$ cat src/rtl/func_operand_feeder.sv
// func_operand_feeder: operand scheduler in front of the func datapath.
// Buffers (a,b) pairs in a FIFO, issues one pair at a time to func, waits for
// the completion edge (or a watchdog timeout) and returns the tagged result on
// a valid/ready port.
// Ports:
//   clk_i, rst_i                    clock, async active-high reset
//   s_valid_i/s_ready_o/s_a_i/s_b_i operand input port
//   func_a_o/func_b_o               operands driven to func (held until next pop)
//   func_in_ready_o                 start strobe, ISSUE_CYCLES long
//   func_out_i/func_out_ready_i     func result and completion flag
//   m_valid_o/m_ready_i             result output handshake
//   m_a_o/m_b_o/m_result_o          operands and result (12'hFFF on timeout)
//   m_timeout_o                     result is a timeout marker
//   busy_o, level_o                 FSM not idle, FIFO occupancy
module func_operand_feeder #(
    parameter int unsigned DEPTH        = 4,
    parameter int unsigned ISSUE_CYCLES = 2,
    parameter int unsigned TIMEOUT      = 255
) (
    input  logic                       clk_i,
    input  logic                       rst_i,
    input  logic                       s_valid_i,
    output logic                       s_ready_o,
    input  logic [7:0]                 s_a_i,
    input  logic [7:0]                 s_b_i,
    output logic [7:0]                 func_a_o,
    output logic [7:0]                 func_b_o,
    output logic                       func_in_ready_o,
    input  logic [11:0]                func_out_i,
    input  logic                       func_out_ready_i,
    output logic                       m_valid_o,
    input  logic                       m_ready_i,
    output logic [7:0]                 m_a_o,
    output logic [7:0]                 m_b_o,
    output logic [11:0]                m_result_o,
    output logic                       m_timeout_o,
    output logic                       busy_o,
    output logic [$clog2(DEPTH):0]     level_o
);

    localparam int unsigned PW  = $clog2(DEPTH);
    localparam int unsigned LW  = PW + 1;
    localparam int unsigned ICW = (ISSUE_CYCLES > 1) ? $clog2(ISSUE_CYCLES) : 1;
    localparam int unsigned WW  = (TIMEOUT > 1) ? $clog2(TIMEOUT + 1) : 1;

    typedef enum logic [1:0] {S_IDLE, S_ISSUE, S_WAIT} state_t;

    state_t           state_q, state_d;
    logic [ICW-1:0]   issue_cnt_q, issue_cnt_d;
    logic [WW-1:0]    wdog_q, wdog_d;
    logic             edge_q, edge_d;

    logic [7:0]       mem_a_q [DEPTH];
    logic [7:0]       mem_b_q [DEPTH];
    logic [PW-1:0]    wr_ptr_q, rd_ptr_q;
    logic [LW-1:0]    level_q;

    logic             func_in_ready_q;
    logic [7:0]       func_a_q, func_b_q;
    logic             m_valid_q, m_timeout_q;
    logic [7:0]       m_a_q, m_b_q;
    logic [11:0]      m_result_q;

    logic             push_c, pop_c, cap_done_c, cap_to_c;

    assign s_ready_o = (level_q != LW'(DEPTH));
    assign push_c    = s_valid_i & s_ready_o;

    // Operand FIFO; level is registered so a push is never visible to pop in the same cycle
    always_ff @(posedge clk_i or posedge rst_i) begin
        if (rst_i) begin
            wr_ptr_q <= '0;
            rd_ptr_q <= '0;
            level_q  <= '0;
            for (int i = 0; i < int'(DEPTH); i++) begin
                mem_a_q[i] <= '0;
                mem_b_q[i] <= '0;
            end
        end else begin
            if (push_c) begin
                mem_a_q[wr_ptr_q] <= s_a_i;
                mem_b_q[wr_ptr_q] <= s_b_i;
                wr_ptr_q          <= wr_ptr_q + PW'(1);
            end
            if (pop_c) begin
                rd_ptr_q <= rd_ptr_q + PW'(1);
            end
            case ({push_c, pop_c})
                2'b10:   level_q <= level_q + LW'(1);
                2'b01:   level_q <= level_q - LW'(1);
                default: level_q <= level_q;
            endcase
        end
    end

    // FSM state, issue counter, watchdog and completion edge register
    always_ff @(posedge clk_i or posedge rst_i) begin
        if (rst_i) begin
            state_q     <= S_IDLE;
            issue_cnt_q <= '0;
            wdog_q      <= '0;
            edge_q      <= 1'b0;
        end else begin
            state_q     <= state_d;
            issue_cnt_q <= issue_cnt_d;
            wdog_q      <= wdog_d;
            edge_q      <= edge_d;
        end
    end

    // Next-state logic; only issue when the output register is free by capture time
    always_comb begin
        state_d     = state_q;
        issue_cnt_d = issue_cnt_q;
        wdog_d      = wdog_q;
        edge_d      = edge_q;
        pop_c       = 1'b0;
        cap_done_c  = 1'b0;
        cap_to_c    = 1'b0;
        case (state_q)
            S_IDLE: begin
                if ((level_q != '0) && (!m_valid_q || m_ready_i)) begin
                    pop_c       = 1'b1;
                    issue_cnt_d = '0;
                    state_d     = S_ISSUE;
                end
            end
            S_ISSUE: begin
                if (issue_cnt_q == ICW'(ISSUE_CYCLES - 1)) begin
                    // Prime the edge register so a level already high is not a completion
                    edge_d  = func_out_ready_i;
                    wdog_d  = '0;
                    state_d = S_WAIT;
                end else begin
                    issue_cnt_d = issue_cnt_q + ICW'(1);
                end
            end
            S_WAIT: begin
                edge_d = func_out_ready_i;
                if (func_out_ready_i && !edge_q) begin
                    cap_done_c = 1'b1;
                    state_d    = S_IDLE;
                end else if (wdog_q == WW'(TIMEOUT - 1)) begin
                    cap_to_c = 1'b1;
                    state_d  = S_IDLE;
                end else begin
                    wdog_d = wdog_q + WW'(1);
                end
            end
            default: state_d = S_IDLE;
        endcase
    end

    // Registered outputs toward func and the result port
    always_ff @(posedge clk_i or posedge rst_i) begin
        if (rst_i) begin
            func_in_ready_q <= 1'b0;
            func_a_q        <= '0;
            func_b_q        <= '0;
            m_valid_q       <= 1'b0;
            m_timeout_q     <= 1'b0;
            m_a_q           <= '0;
            m_b_q           <= '0;
            m_result_q      <= '0;
        end else begin
            func_in_ready_q <= (state_d == S_ISSUE);
            if (pop_c) begin
                func_a_q <= mem_a_q[rd_ptr_q];
                func_b_q <= mem_b_q[rd_ptr_q];
            end
            if (cap_done_c) begin
                m_result_q  <= func_out_i;
                m_a_q       <= func_a_q;
                m_b_q       <= func_b_q;
                m_valid_q   <= 1'b1;
                m_timeout_q <= 1'b0;
            end else if (cap_to_c) begin
                m_result_q  <= 12'hFFF;
                m_a_q       <= func_a_q;
                m_b_q       <= func_b_q;
                m_valid_q   <= 1'b1;
                m_timeout_q <= 1'b1;
            end else if (m_valid_q && m_ready_i) begin
                m_valid_q   <= 1'b0;
                m_timeout_q <= 1'b0;
            end
        end
    end

    assign func_in_ready_o = func_in_ready_q;
    assign func_a_o        = func_a_q;
    assign func_b_o        = func_b_q;
    assign m_valid_o       = m_valid_q;
    assign m_timeout_o     = m_timeout_q;
    assign m_a_o           = m_a_q;
    assign m_b_o           = m_b_q;
    assign m_result_o      = m_result_q;
    assign busy_o          = (state_q != S_IDLE);
    assign level_o         = level_q;

endmodule

$ cat config.mk
export PLATFORM = sky130hd
export DESIGN_NAME = func_operand_feeder
export DESIGN_NICKNAME = d
export VERILOG_FILES = /design/src/rtl/func_operand_feeder.sv
export SDC_FILE = /design/constraint.sdc
export NUM_CORES = 1
export LEC_CHECK = 0
export BUFFER_PORTS_ARGS = -buffer_cell sky130_fd_sc_hd__buf_2
export CAP_MARGIN = 0
export CORE_UTILIZATION = 35
export CTS_BUF_LIST = sky130_fd_sc_hd__clkbuf_16
export CTS_CLUSTER_DIAMETER = 80
export DETAILED_ROUTE_END_ITERATION = 8
export HOLD_SLACK_MARGIN = 0.15
export PLACE_DENSITY_LB_ADDON = 0.25
export SYNTH_ARGS = -nofsm -noshare
export SYNTH_HDL_FRONTEND = slang
export SYNTH_SLANG_ARGS = --single-unit
$ cat constraint.sdc
create_clock -name clk_i -period 3.6 [get_ports clk_i]
set_input_delay 0.18 -clock clk_i [delete_from_list [all_inputs] [get_ports clk_i]]
set_output_delay 0.18 -clock clk_i [all_outputs]
set_load 0.02 [all_outputs]
==> metrics.txt <==
Tmin final=2380 ps; Synth cell types=38; Initial Util=a little over a third; Comb pwr share=between 30% and 40%; CTS clk-pin slew, worst paths=50 ps; Yosys reg bits=130; die height=about 130 um; largest net degree at the start of global routing=86; via count=around 3400; Hold Crit Start=s_valid_i; Antenna Nets Post-Route=0; Worst EP required=3930 ps; Seq/Total Area, Yosys=~56%; Yosys top cell by area=dfrtp_1; final wirelength=roughly 11000 um; CP Class=flip-flop to flip-flop; pre-CTS WS=1230 ps; setup_tns=0 ps; max_slew headroom=about a third; Placer Congestion=~0.73; DR iter-0 viols=105; # DRC=0; Startpoint Class=flip-flop; area grow syn2layout=25.5%; Buffers on Ports=between 80 and 90; f_max=~420 MHz; TritonCTS buffer count=17; DRT Pass-1 Iters=4; sequential power share=37.5%; Final setup viols=0; Die W=between 100 and 150 um; Tcrit/Tclk final=approximately two thirds; H-Tree Depth=4; power density of the placed cells=967 nW/um2; Layout Skew=between 7 and 8 ps; ratio of cells with drive above 1 in the final layout=between 40% and 50%; syn_nets=407; root buffer cell=clkbuf_16; Synth top cells by count=dfrtp_1 (130), mux2_2 (56), mux2_4 (40); vias in the first global route=between 3000 and 4000; Switching Power=0.00232 W; final net count=~530; Clock Latency Late Sink=410 ps; Max FO, Critical Path=22; Ports=85; HP Class=input port to flip-flop; number of flops mapped to enable cells by yosys=0; Worst Path Arrival=2710 ps; CTS tree=done; CP endpoint kind=flip-flop; worst-margin pin slew=between 1000 and 1500 ps; Final Max Tran Viols=0; RSZ-0062 raised after global routing=false; Routed WL per cell=16.0 um; cell-internal power=0.00469 W; Netlist Area Pre-Place=around 5800 um2; hold path cells=3; asr flop ratio synth=between 90% and 100%; via-per-instance ratio=between 4 and 5; clock buffer depth=2; Clock power frac=between 20% and 30%; Max Cap Viol=0; leak pwr=3.48 nW; clock sinks=130; final hold slack=~220 ps; Congestion Overflow GR=0; Main synth FF type=dfrtp_1; maximum vdd drop=about 0.39 mV; Core Footprint=about 16000 um2; reg-to-reg startpoint=state_q[1]$_DFF_PP0_; Rows=46; Switching Share=between 30 and 40%; R2R depth=9; GRT Total Usage=roughly 14%; Die ar.=17000 um2; HPWL Detailed=7600 um; hold endpoint=wr_ptr_q[0]$_DFFE_PP0P_; FF-to-FF End=level_o[2]$_DFFE_PP0P_; slack of the worst reg-to-reg path=about 1200 ps; Synth area leaders=dfrtp_1 (56%), mux2_2 (11%), mux2_4 (10%); design area=just over 7000 um2; most common cell in the netlist=dfrtp_1; synthesized area per cell=approximately 16 um2; post-CTS setup buffer count=0; Core Util, Final=a little under half; first-pass GRT wire length=18400 um; Final WS setup=approximately 1200 ps; Final Hold Vio Count=0; area post-placement=~6400 um2; share of the synthesized area in the top cell type=between 50% and 60%; # diodes=0; Syn Inst Count=366; initial antenna violation count=0; status=finished clean; synth warn=0
==> sequential cells by signal, summed over array words and instances, names as in the netlist, 3 cells and up <==
| register | flops |
|---|---|
| wdog_q | 8 |
| mem_b_q | 32 |
| func_b_o | 8 |
| level_o | 3 |
| mem_a_q | 32 |
| m_result_o | 12 |
| func_a_o | 8 |
| m_a_o | 8 |
| m_b_o | 8 |
==> power by group through the flow <==
stage          combinational, W  clock [W]  sequential [W]
2_1_floorplan           0.00189          0         0.00282
3_3_place_gp            0.00272          0         0.00261
3_5_place_dp            0.00277          0         0.00266
4_1_cts                 0.00281    0.00165         0.00264
5_1_grt                 0.00301    0.00172         0.00273
6_report                0.00277    0.00161         0.00263
==> how the worst max path moves through the flow <==
stage / slack [ps] / cells past startpoint / from / to
after floorplan: 1310 / 9 / state_q[1]$_DFF_PP0_ / level_o[2]$_DFFE_PP0P_
after global placement: 1280 / 9 / state_q[1]$_DFF_PP0_ / level_o[2]$_DFFE_PP0P_
after detailed placement: 1230 / 9 / state_q[1]$_DFF_PP0_ / level_o[2]$_DFFE_PP0P_
after CTS: 1210 / 9 / state_q[1]$_DFF_PP0_ / level_o[2]$_DFFE_PP0P_
after global routing: 1060 / 9 / state_q[1]$_DFF_PP0_ / level_o[2]$_DFFE_PP0P_
final: 1220 / 9 / state_q[1]$_DFF_PP0_ / level_o[2]$_DFFE_PP0P_
==> metrics by stage <==
stage | instances | power, W
CTS | 717 | 0.00710
global placement | 654 | 0.00533
floorplan | 366 | 0.00472
finish | 717 | 0.00701
global route | 717 | 0.00746
detailed placement | 654 | 0.00543
==> cells by family (layout without fill, tap and decap cells) <==
family	Yosys count	count (layout)	share of synthesized area (%)
xor gates and xnor gates	6	6	0.910
buffers and inverters	27	162	3.05
adders and majority gates	8	8	1.86
DFF	130	130	56.3
and+or+nand+nor	50	50	5.20
muxes	120	120	29.0
AOI/OAI and AO/OA	25	25	3.68
==> critical path, cell delays in order (launching register included) <==
cell	delay, ps
dfrtp_1	420
or2_2	340
nor3b_4	170
buf_4	300
ha_1	240
inv_1	70
fa_1	370
xor2_1	150
nor2_1	110
xor2_1	150
==> cell usage in the layout (no fill, tap or decap), drive strengths merged <==
cell         Yosys  layout
fa               1       1
nand3            5       5
clkinvlp         0       4
and3             1       1
xor2             3       3
o21ai            5       5
and2b            2       2
a21oi            3       3
nor2             4       4
and4             3       3
nand2           18      18
bufinv           0       2
a221o           11      11
nand4            3       3
a31o             2       2
nor3             4       4
o21bai           2       2
mux4            16      16
ha               7       7
dlygate4sd3      0      31
a21boi           2       2
mux2i            7       7
buf             14      88
and2             1       1
mux2            97      97
clkbuf           2      17
or2              2       2
xnor2            3       3
nand2b           6       6
dfrtp          130     130
clkinv           0       6
nor3b            1       1
inv             11      14
==> timing repair <==
item | CTS | global route
resized for setup | 0 | 0
setup endpoints to repair | 0 | 0
hold buffers | 31 | 0
hold endpoints to repair | 124 | 0
==> layer usage <==
metal	up-vias	global-route usage, %	wire (um)
met5	-	0	0
met4	0	5.68	182
met3	14	3.95	498
met2	71	23.4	5520
met1	1729	18.4	5280
li1	1581	-	-
==> area by class of cell <==
| class | instances | area (um2) |
|---|---|---|
| Fill cell | 1442 | 8750 |
| Sequential cell | 130 | 3250 |
| Multi-Input combinational cell | 209 | 2350 |
| Timing Repair Buffer | 119 | 773 |
| Clock buffer | 17 | 425 |
| Tap cell | 216 | 270 |
| Clock inverter | 15 | 129 |
| Inverter | 11 | 45.0 |
No activity file was read; power rests on OpenSTA's default activity.
